===== config.mk =====
export PLATFORM = sky130hd
export DESIGN_NAME = pipelined_adder
export DESIGN_NICKNAME = d
export VERILOG_FILES = /design/src/rtl/adder_pkg.sv /design/src/rtl/adder_slice.sv /design/src/rtl/pipelined_adder.sv
export SDC_FILE = /design/constraint.sdc
export NUM_CORES = 1
export LEC_CHECK = 0
export ABC_AREA = 1
export CAP_MARGIN = 10
export CORE_MARGIN = 5
export CORE_UTILIZATION = 47
export CTS_CLUSTER_SIZE = 30
export DETAILED_ROUTE_END_ITERATION = 8
export PLACE_DENSITY = 0.83
export SLEW_MARGIN = 40
export SYNTH_ARGS = -nofsm -noshare
export SYNTH_HDL_FRONTEND = slang
export SYNTH_SLANG_ARGS = --single-unit

===== constraint.sdc =====
create_clock -name clk -period 2.6 [get_ports clk]
set_clock_uncertainty 0.2 [all_clocks]
set_input_delay 0.52 -clock clk [delete_from_list [all_inputs] [get_ports clk]]
set_output_delay 0.52 -clock clk [all_outputs]
set_load 0.03 [all_outputs]

===== src/rtl/adder_pkg.sv =====
// Shared helpers for the pipelined adder: slice width and a
// one-bit carry/sum built from two half adders.
package adder_pkg;

    function automatic int slice_w(input int width, input int stages);
        return width / stages;
    endfunction

    function automatic logic [1:0] half_add(input logic x, input logic y);
        return {x & y, x ^ y};
    endfunction

    // Full adder: returns {cout, sum}
    function automatic logic [1:0] carry_sum(input logic a, input logic b,
                                             input logic c);
        logic [1:0] h0;
        logic [1:0] h1;
        h0 = half_add(a, b);
        h1 = half_add(h0[0], c);
        return {h0[1] | h1[1], h1[0]};
    endfunction

endpackage


===== src/rtl/adder_slice.sv =====
// Combinational W-bit ripple adder built from a chain of full adders.
module adder_slice
    import adder_pkg::*;
#(
    parameter int W = 4
) (
    input  logic [W-1:0] a,
    input  logic [W-1:0] b,
    input  logic         cin,
    output logic [W-1:0] s,
    output logic         cout
);

    logic [W:0] c;

    assign c[0] = cin;

    for (genvar i = 0; i < W; i++) begin : g_bit
        assign {c[i+1], s[i]} = carry_sum(a[i], b[i], c[i]);
    end

    assign cout = c[W];

endmodule


===== src/rtl/pipelined_adder.sv =====
// Pipelined unsigned adder, one slice per stage, valid/ready stall.
// Define ADD_OVF_EN to add the registered signed-overflow output ovf.
module pipelined_adder
    import adder_pkg::*;
#(
    parameter int WIDTH  = 8,
    parameter int STAGES = 2
) (
    input  logic             clk,
    input  logic             rst,
    input  logic             in_valid,
    output logic             in_ready,
    input  logic [WIDTH-1:0] a,
    input  logic [WIDTH-1:0] b,
    input  logic             cin,
    output logic             out_valid,
    input  logic             out_ready,
    output logic [WIDTH-1:0] sum,
`ifdef ADD_OVF_EN
    output logic             ovf,
`endif
    output logic             cout
);

    localparam int SL = slice_w(WIDTH, STAGES);

    logic                       adv;
    logic                       take;
    logic [STAGES-1:0]          v;
    logic [STAGES-1:0]          cin_s;
    logic [STAGES-1:0]          cy_d;
    logic [STAGES-1:0]          cy_q;
    logic [STAGES-1:0][SL-1:0]  op_a;
    logic [STAGES-1:0][SL-1:0]  op_b;
    logic [STAGES-1:0][SL-1:0]  sres;

    assign out_valid = v[STAGES-1];
    assign adv       = !out_valid || out_ready;
    assign in_ready  = adv;
    assign take      = in_valid && adv;
    assign cout      = cy_q[STAGES-1];

    always_ff @(posedge clk or posedge rst) begin
        if (rst) begin
            v    <= '0;
            cy_q <= '0;
        end else if (adv) begin
            v[0] <= take;
            for (int k = 1; k < STAGES; k++) begin
                v[k] <= v[k-1];
            end
            cy_q <= cy_d;
        end
    end

    for (genvar j = 0; j < STAGES; j++) begin : g_slice
        localparam int D = STAGES - j;

        logic [SL-1:0] dsk [D];

        if (j == 0) begin : g_in
            assign op_a[0]  = a[SL-1:0];
            assign op_b[0]  = b[SL-1:0];
            assign cin_s[0] = cin;
        end else begin : g_skew
            // Slice j waits j stages for the carry from below
            logic [SL-1:0] ska [j];
            logic [SL-1:0] skb [j];

            always_ff @(posedge clk or posedge rst) begin
                if (rst) begin
                    for (int d = 0; d < j; d++) begin
                        ska[d] <= '0;
                        skb[d] <= '0;
                    end
                end else if (adv) begin
                    ska[0] <= a[j*SL +: SL];
                    skb[0] <= b[j*SL +: SL];
                    for (int d = 1; d < j; d++) begin
                        ska[d] <= ska[d-1];
                        skb[d] <= skb[d-1];
                    end
                end
            end

            assign op_a[j]  = ska[j-1];
            assign op_b[j]  = skb[j-1];
            assign cin_s[j] = cy_q[j-1];
        end

        adder_slice #(.W(SL)) u_add (
            .a    (op_a[j]),
            .b    (op_b[j]),
            .cin  (cin_s[j]),
            .s    (sres[j]),
            .cout (cy_d[j])
        );

        // Finished slices ride along until the top slice catches up
        always_ff @(posedge clk or posedge rst) begin
            if (rst) begin
                for (int d = 0; d < D; d++) begin
                    dsk[d] <= '0;
                end
            end else if (adv) begin
                dsk[0] <= sres[j];
                for (int d = 1; d < D; d++) begin
                    dsk[d] <= dsk[d-1];
                end
            end
        end

        assign sum[j*SL +: SL] = dsk[D-1];
    end

`ifdef ADD_OVF_EN
    // Top slice operands still carry the sign bits at the last stage
    logic ovf_d;
    logic ovf_q;

    always_comb begin
        ovf_d = (op_a[STAGES-1][SL-1] == op_b[STAGES-1][SL-1]) &&
                (sres[STAGES-1][SL-1] != op_a[STAGES-1][SL-1]);
    end

    always_ff @(posedge clk or posedge rst) begin
        if (rst) begin
            ovf_q <= 1'b0;
        end else if (adv) begin
            ovf_q <= ovf_d;
        end
    end

    assign ovf = ovf_q;
`endif

endmodule


==> metrics.yaml <==
num-fill-cells: 198
nNetsFinal: 196
synth_seq_cells: 24
clkTransAtPathRegs_ns: 0.13
yosysWarnings: 0
layout_commonest_cell: "nand2_1"
critPathKind: "in2out"
end_kind: "output port"
rrSetupSlack_ns: 0.20
holdPathStages: 2
rows: 18
hpwlAfterDp_um: 1903
dp.cells: 192
start_util_pct: 49.08
r2r-end: "g_slice[1].dsk[3]"
critical_path.max_fanout: 2
grt_use_total_pct: 15.88
port_buffers: 31
cts_buffer_depth: 2
powerDensity_nw_per_um2: 769.5
io_pins: 32
netSwitchingFraction_pct: 34.46
cts.sinks: 24
switchingPower_mw: 0.4237
gp_congestion: 0.7500
maxCapViolCount: 0
syn_area_um2: 1205
antenna_found_initial: 0
cts-htree-levels: 1
gr-total-overflow: 0
cts_tree: "done"
syn_area_per_cell_um2: 8.860
synth.net_count: 165
fin_util_pct: 65.09
crit_path_start_kind: "input pin"
r2r_start: "g_slice[1].g_skew.ska[0]"
final_area_um2: 1598
hold_end: "v[1]"
synth.distinct_cells: 8
first_pass_iters: 4
die_h_um: 60.63
syn_inst: 136
yosysSeqAreaShare_pct: 49.84
p_int_mw: 0.8058
core_area_um2: 2455
synthToLayoutAreaGrowth_pct: 32.61
crit_arrival_ns: 1.76
slowest_stage: "clkdlybuf4s50_1"
pwr-share-comb_pct: 37.0
worst_path_largest_cell_delay_ns: 0.67
p_seq_share_pct: 41.3
instances_no_fill: 196
clock_latency_ns: 0.31
grt_max_degree: 25
drc: 0
grt_pass1_vias: 1006
wire_per_inst_um: 13.10
drive_gt1_share_pct: 10.84
postCtsSetupBuffers: 0
whs_ns: 0.2858
ant_nets: 0
clockPowerShare_pct: 21.7
placed_area_um2: 1530
reg2reg_depth: 10
root_buffer: "clkbuf_4"
finalCriticalPeriod_ns: 2.478
crit_chain: "clkdlybuf4s50_1, inv_1, nand2_2, clkdlybuf4s50_1"
viasPerCell: 4.832
crit_top_cell: "clkdlybuf4s50_1"
n_antenna_cell: 0
critPathRequiredTime_ns: 1.88
dieArea_um2: 3676
rsz0062_at_grt: "false"
final_cell_mix: "nand2_1 (47), clkdlybuf4s50_1 (28), dfrtp_1 (24)"
cts-buffers-inserted: 3
finalCritPeriodShare_pct: 95.33
hold_path.class: "reg2reg"
worst_pin_slew_ns: 0.3153
setup_viol: 0
die_width_um: 60.63
routed_wl_um: 2567
outcome: "finished, final reports clean"
finalMaxSlewViolations: 0
relSlewSlack_pct: 78.91
fmax_mhz: 403.5
drtIter0Drc: 11
hold_viol_final: 0
p_leak_nw: 0.8607
worstHoldStart: "v[0]"
vias: 947
grt_pass1_wl_um: 4347
peakVddDrop_v: 0.0004705
==> how the worst max path moves through the flow <==
| stage | from | end | slack (ns) | cells past startpoint |
|---|---|---|---|---|
| 2_1_floorplan | a[0] | g_slice[0].dsk[7] | 0.23 | 10 |
| 3_3_place_gp | a[0] | g_slice[0].dsk[7] | -0.22 | 11 |
| 3_5_place_dp | a[0] | g_slice[0].dsk[7] | -0.32 | 11 |
| 4_1_cts | a[0] | g_slice[0].dsk[7] | 0.04 | 11 |
| 5_1_grt | g_slice[1].g_skew.ska[0] | g_slice[1].dsk[3] | 0.04 | 10 |
| 6_report | out_ready | in_ready | 0.12 | 4 |
==> kinds of logic after synthesis <==
kind of cell	count (synthesis)	share of synthesized area, %
flip-flops	24	49.84
adder cells (fa/ha/maj)	8	13.29
buffers and inverters	33	12.15
AND/OR/NAND/NOR	71	24.71
==> per-stage QoR <==
stage               total power [mW]  setup WS (ns)  setup TNS [ns]
finish                         1.230         0.1215               0
CTS                            1.234        0.04179               0
global route                   1.308        0.03966               0
detailed placement            0.9699        -0.3245         -0.4757
floorplan                     0.7947         0.2285               0
global placement              0.9477        -0.2169         -0.2762
==> power groups by stage <==
stage | combinational, mW | clock [mW] | sequential (mW)
2_1_floorplan | 0.219 | 0 | 0.576
3_3_place_gp | 0.437 | 0 | 0.511
3_5_place_dp | 0.453 | 0 | 0.517
4_1_cts | 0.457 | 0.267 | 0.509
5_1_grt | 0.502 | 0.283 | 0.522
6_report | 0.455 | 0.267 | 0.508
==> area by class of cell <==
cell class	count	area, µm²	area share [%]
flip-flops and latches	24	600.6	37.59
repair buffers	36	355.3	22.24
well taps	30	37.54	2.349
clock inverters	1	30.03	1.879
inverters	23	86.33	5.403
multi-input cells	79	465.4	29.13
clock buffers	3	22.52	1.410
==> critical path, delay by kind of cell <==
family,cells,cell delay [ns]
and+or+nand+nor,1,0.07
buffers and inverters,3,1.17
==> cells in the mapped netlist, drive strengths merged <==
| cell type | count | area [µm²] |
|---|---|---|
| nand2 | 48 | 182.7 |
| dfrtp | 24 | 600.6 |
| inv | 23 | 86.33 |
| nand3 | 23 | 115.1 |
| buf | 10 | 60.06 |
| fa | 8 | 160.2 |
==> flip-flops by register name, indices dropped and copies added (netlist names) <==
signal	cells
g_slice.dsk	8
g_slice.g_skew.ska	4
g_slice.g_skew.skb	4
sum	4
cy_q	2
v	2
==> routing by layer <==
layer / wire (µm) / vias up / share of wire (%) / GRT usage [%]
met3: 59 / 2 / 2.3 / 1.702
li1: - / 457 / - / -
met4: 27 / 0 / 1.1 / 5.263
met1: 1064 / 473 / 41 / 20.17
met5: 0 / - / 0 / 0
met2: 1415 / 15 / 55 / 28.24
==> timing repair <==
action                                 in CTS  in global routing
setup endpoints to repair                   1                  1
hold buffers                                0                  0
pin swaps                                   0                  4
resized for setup                           1                 10
endpoints found under the hold margin       0                  0
(Power assumes the default switching activity.)
==> edit 1: new RTL, same settings <==
Build with the macro `ADD_OVF_EN` defined.
--- a/src/rtl/pipelined_adder.sv
+++ b/src/rtl/pipelined_adder.sv
@@ -1,4 +1,6 @@
 // Pipelined unsigned adder, one slice per stage, valid/ready stall.
 // Define ADD_OVF_EN to add the registered signed-overflow output ovf.
+`define ADD_OVF_EN
+
 module pipelined_adder
     import adder_pkg::*;
Behaviour (old outputs only; new: ovf): unchanged (equiv_simple and equiv_induct, registers matched by name and starting in step).
==> edit 1 against the original RTL <==
- cell count fell by 5.6%
- fmax decreased by 1.5%
- sequential cell count up 1
- critical endpoint is now g_slice[0].dsk[7]
- power decreased by 2.6%
- core utilization down 1.1 points
- register-to-register slack barely moved
- largest cell class unchanged
- worst setup slack worse by 0.037 ns
- synthesized area grew 1.5%
- largest power group unchanged
- die area rose by 1.2%
- sequential power rose by 4.5%
- routed wire length is 14% lower
- cell area down 0.86%
- hold slack got worse by 0.0024 ns
==> edit 1: results (changes against the original RTL) <==
stage	metric	value	unit	change
global_route	grt_pass1_wl	3.988	mm	was 4.347 mm
detailed_routing	wl_met2	1.133	mm	was 1.415 mm
worst_hold_path	holdPathEnd	sum[0]		was v[1]
timing	max-slew-margin-rel	0.7870		was 0.7891
die	die_area	0.003721	sq mm	was 0.003676 sq mm
synth	syn_nets	153		was 165
placed_design	place_ws	-0.3246	ns	was -0.3245 ns
setup_path	cp.arrival	2.59	ns	was 1.76 ns
global_route	grt_start_max_net_pins	27		was 25
worst_hold_path	min_from	sum[0]		was v[0]
clocking	path_clk_slew	0.15	ns	was 0.13 ns
placed_design	dp_hpwl	1.693	mm	was 1.903 mm
setup_path	max_stage_delay	0.42	ns	was 0.67 ns
global_route	grtUsageTotal	0.1474		was 0.1588
synth	yosysSeqAreaShare	0.5118		was 0.4984
detailed_routing	wl	2.202	mm	was 2.567 mm
synth	synth_cell_types	14		was 8
timing	layout_setup_ws	0.08423	ns	was 0.1215 ns
placed_design	gp_congestion	0.7139		was 0.7500
power_and_ir_drop	peakVddDrop	0.5569	mV	was 0.4705 mV
detailed_routing	wire_per_inst	11.90	microns	was 13.10 microns
power_and_ir_drop	p_int	749.1	uW	was 805.8 uW
power_and_ir_drop	cellLeakagePower	0.7719	nW	was 0.8607 nW
placed_design	numPortBuffers	32		was 31
detailed_routing	vias_per_cell	4.659		was 4.832
outcome	status	complete, no violations		unchanged
final_layout	drive_gt1_frac	0.1548		was 0.1084
setup_path	regToRegStartpoint	cy_q[0]		was g_slice[1].g_skew.ska[0]
final_layout	fin_nets	186		was 196
setup_path	cp_max_fo	1		was 2
detailed_routing	met3_length	115	microns	was 59 microns
synth	synth_area_leaders	dfrtp_1 51%, nand2_1 13%, fa_1 13%		was dfrtp_1 50%, nand2_1 15%, fa_1 13%
setup_path	regToRegEndpoint	ovf		was g_slice[1].dsk[3]
detailed_routing	wl_met1	898	microns	was 1.064 mm
==> edit 1: how the worst max path moves through the flow <==
stage | startpoint | to | depth (start not counted)
4_1_cts | b[0] | g_slice[0].dsk[7] | 9
5_1_grt | g_slice[1].g_skew.ska[0] | ovf | 10
6_report | b[0] | g_slice[0].dsk[7] | 9
3_3_place_gp | a[0] | g_slice[0].dsk[7] | 9
3_5_place_dp | b[0] | g_slice[0].dsk[7] | 9
2_1_floorplan | g_slice[1].g_skew.ska[0] | ovf | 10
==> edit 1: worst reg2reg max path, stage by stage (launching register included) <==
cell	delay, ns
dfrtp_1	0.40
inv_1	0.07
fa_1	0.17
inv_1	0.06
fa_2	0.34
fa_2	0.34
inv_2	0.06
fa_1	0.43
xnor2_1	0.17
nand2_1	0.07
nand2_1	0.05
==> edit 1: kinds of logic (layout without fill, tap and decap cells) <==
| kind of cell | Yosys count | after routing | synth area share |
|---|---|---|---|
| adders and majority gates | 9 | 9 | 0.1412 |
| buffers and inverters | 28 | 60 | 0.1126 |
| AOI/OAI and AO/OA | 15 | 15 | 0.08291 |
| DFF | 25 | 25 | 0.5118 |
| and+or+nand+nor | 45 | 45 | 0.1443 |
| xor gates and xnor gates | 1 | 1 | 0.007166 |
==> edit 1: area by class of cell <==
cell class	instances	area share
multi-input combinational	70	0.2954
sequential	25	0.3949
tap	30	0.02370
clock buffer	3	0.01422
clock inverter	1	0.003160
inverter	20	0.04739
timing repair buffer	36	0.2212
==> edit 1: per-layer routing <==
layer / track usage / vias to the layer above
met4: 0.07430 / 0
met3: 0.02128 / 5
met2: 0.2366 / 24
met5: 0 / -
li1: - / 423
met1: 0.1953 / 410
==> edit 1: timing repair <==
item	CTS	global route
pin swaps	0	3
gates cloned	0	0
setup buffers	0	1
hold endpoints to repair	0	0
setup endpoints to repair	1	3
gates resized for setup	1	7
==> edit 1: power by group through the flow <==
| stage | Sequential (mW) | Clock, mW | Combinational [mW] |
|---|---|---|---|
| after floorplan | 0.615 | 0 | 0.233 |
| after global placement | 0.533 | 0 | 0.470 |
| after detailed placement | 0.539 | 0 | 0.486 |
| after CTS | 0.531 | 0.176 | 0.489 |
| after global routing | 0.544 | 0.196 | 0.544 |
| final | 0.531 | 0.177 | 0.490 |
==> edit 1: through the flow <==
stage	power [mW]	cell area (sq um)
finish	1.197	1584
detailed placement	1.025	1540
global route	1.285	1584
global placement	1.003	1540
CTS	1.196	1568
floorplan	0.8478	1222
==> edit 2: new RTL, same flow settings <==
Made on the original files. Change the parameter `WIDTH` from 8 to 10.
--- a/src/rtl/pipelined_adder.sv
+++ b/src/rtl/pipelined_adder.sv
@@ -4,5 +4,5 @@
     import adder_pkg::*;
 #(
-    parameter int WIDTH  = 8,
+    parameter int WIDTH  = 10,
     parameter int STAGES = 2
 ) (
Ports: changed (resized a, b and sum); port bits go from 32 to 38. No check against the original RTL was run, so the function may have changed too.
==> edit 2 against the original RTL <==
- the run now ends with negative setup slack left
- critical path depth is 7 higher
- synthesized area is 26% higher
- cell area is 21% higher
- core utilization is 2.2 points lower
- synthesized cell count is 19% higher
- global-route usage is 0.58 points lower
- first-iteration DRC count grew to 5.5 times the old value
- sequential cell count is 5 higher
- routed wire length is 14% higher
- hold slack worse by 0.019 ns
- worst setup slack worse by 0.14 ns
- power is 25% higher
- fmax is 5.4% lower
==> edit 2: results (changes against the original RTL) <==
stage	metric	value	unit	change
outcome	violations	negative setup slack		
power_and_ir_drop	p_int	1.015	mW	was 805.8 uW
clocking	cts_buffer_depth	2		unchanged
final_layout	top_register	g_slice.dsk		unchanged
clocking	path_clk_slew	0.09	ns	was 0.13 ns
placed_design	dp_hpwl	2.050	mm	was 1.903 mm
placed_design	place_area	0.001853	sq mm	was 0.001530 sq mm
setup_path	max_stage_delay	0.41	ns	was 0.67 ns
synth	ys_async_sr_fraction	1.000		unchanged
synth	yosysSeqAreaShare	0.4782		was 0.4984
timing	max-slew-margin-rel	0.7550		was 0.7891
global_route	grt_pass1_wl	5.106	mm	was 4.347 mm
power_and_ir_drop	peakVddDrop	0.3431	mV	was 0.4705 mV
synth	syn_nets	197		was 165
final_layout	antennaDiodeCount	0		unchanged
timing	layout_setup_ws	-0.01990	ns	was 0.1215 ns
placed_design	gp_congestion	0.7056		was 0.7500
worst_hold_path	hp-class	reg2reg		unchanged
final_layout	fillerInstances	279		was 198
detailed_routing	first_pass_iters	4		unchanged
setup_path	cp_max_fo	2		unchanged
synth	synth_cell_types	12		was 8
placed_design	place_ws	-0.5446	ns	was -0.3245 ns
final_layout	drive_gt1_frac	0.1717		was 0.1084
global_route	first_global_vias	1151		was 1006
detailed_routing	vias_per_cell	4.620		was 4.832
global_route	antenna_found_initial	0		unchanged
global_route	grt_start_max_net_pins	30		was 25
setup_path	crit_slowest_cell	dfrtp_1		was clkdlybuf4s50_1
synth	synth_flop_cell	dfrtp_1		unchanged
detailed_routing	wire_per_inst	12.12	microns	was 13.10 microns
final_layout	fin_nets	232		was 196
placed_design	numPortBuffers	37		was 31
detailed_routing	final_antenna_net_count	0		unchanged
synth	ys_warn_count	0		unchanged
setup_path	cp.arrival	2.69	ns	was 1.76 ns
detailed_routing	drt_iter0_drc	61		was 11
timing	finalSetupViolations	1		was 0
global_route	grtUsageTotal	0.1530		was 0.1588
power_and_ir_drop	cellLeakagePower	0.9997	nW	was 0.8607 nW
synth	synthTopCellsByCount	58 x nand2_1, 29 x dfrtp_1, 25 x nand3_1, 22 x inv_1, 10 x fa_1		was 47 x nand2_1, 24 x dfrtp_1, 23 x inv_1, 23 x nand3_1, 8 x fa_1
clocking	clock_latency	0.31	ns	about the same
final_layout	largest_reg_flops	10		was 8
clocking	numCtsBuffers	5		was 3
synth	synth_area_leaders	dfrtp_1 48%, nand2_1 14%, fa_1 13%		was dfrtp_1 50%, nand2_1 15%, fa_1 13%
clocking	htree_levels	2		was 1
outcome	status	finished, violations left		was complete, no violations
clocking	clockRootBuffer	clkbuf_4		unchanged
-- edit 2: metal layers --
metal / GRT usage / vias up / part of all wire
met5: 0 / - / 0
met4: 0.06599 / 0 / 0.018
met3: 0.02867 / 8 / 0.051
met2: 0.2500 / 30 / 0.51
met1: 0.1974 / 532 / 0.42
li1: - / 548 / -
-- edit 2: path summary, 6_finish.rpt --
check | from | to | slack [ns] | cells after the start
setup / recovery | g_slice[1].g_skew.ska[0] | g_slice[1].dsk[4] | -0.02 | 11
setup reg to reg | g_slice[1].g_skew.ska[0] | g_slice[1].dsk[4] | -0.02 | 11
hold reg to reg | g_slice[0].dsk[5] | sum[0] | 0.27 | 2
max in group asynchronous | rst | g_slice[0].dsk[9] | 1.56 | 3
hold / removal | g_slice[0].dsk[5] | sum[0] | 0.27 | 2
min in group asynchronous | rst | sum[3] | 0.37 | 3
-- edit 2: area by class of cell --
| cell class | instances | share of cell area |
|---|---|---|
| repair buffers | 42 | 0.2025 |
| multi-input cells | 96 | 0.3053 |
| flip-flops and latches | 29 | 0.3752 |
| inverters | 23 | 0.04463 |
| well taps | 44 | 0.02846 |
| clock buffers | 7 | 0.02846 |
| clock inverters | 1 | 0.01552 |
-- edit 2: cell families (layout without fill, tap and decap cells) --
kind of cell	count (synthesis)	count (layout)	share of synthesized area
DFF	29	29	0.4782
and+or+nand+nor	86	86	0.2457
adders and majority gates	10	10	0.1319
buffers and inverters	37	73	0.1443
-- edit 2: power groups by stage --
stage          clock, mW  combinational, mW  sequential (mW)
6_report           0.382              0.543            0.617
3_3_place_gp           0              0.530            0.624
3_5_place_dp           0              0.548            0.625
5_1_grt            0.408              0.608            0.632
4_1_cts            0.387              0.554            0.618
2_1_floorplan          0              0.296            0.699
-- edit 2: stage by stage --
stage | util | cells | total power [mW] | setup TNS, ns
2_1_floorplan | - | 162 | 0.9951 | -0.06854
3_3_place_gp | 0.6020 | 234 | 1.154 | -1.047
3_5_place_dp | 0.6020 | 234 | 1.173 | -1.187
4_1_cts | 0.6276 | 242 | 1.560 | -0.06338
5_1_grt | 0.6285 | 242 | 1.648 | -0.1331
6_report | 0.6285 | 242 | 1.542 | -0.01990
-- edit 2: critical path: cells and delay by family (launching register included) --
kind          cells  cell delay [ns]
simple gates      2             0.11
buf+inv           4             0.24
flops             1             0.41
fa+ha+maj         5             1.58
-- edit 2: timing repair --
item / in CTS / in global routing
endpoints found under the setup margin: 3 / 2
gates resized for setup: 21 / 1
pin swaps: 6 / 5
hold buffers: 0 / 0
buffers inserted: 0 / 0
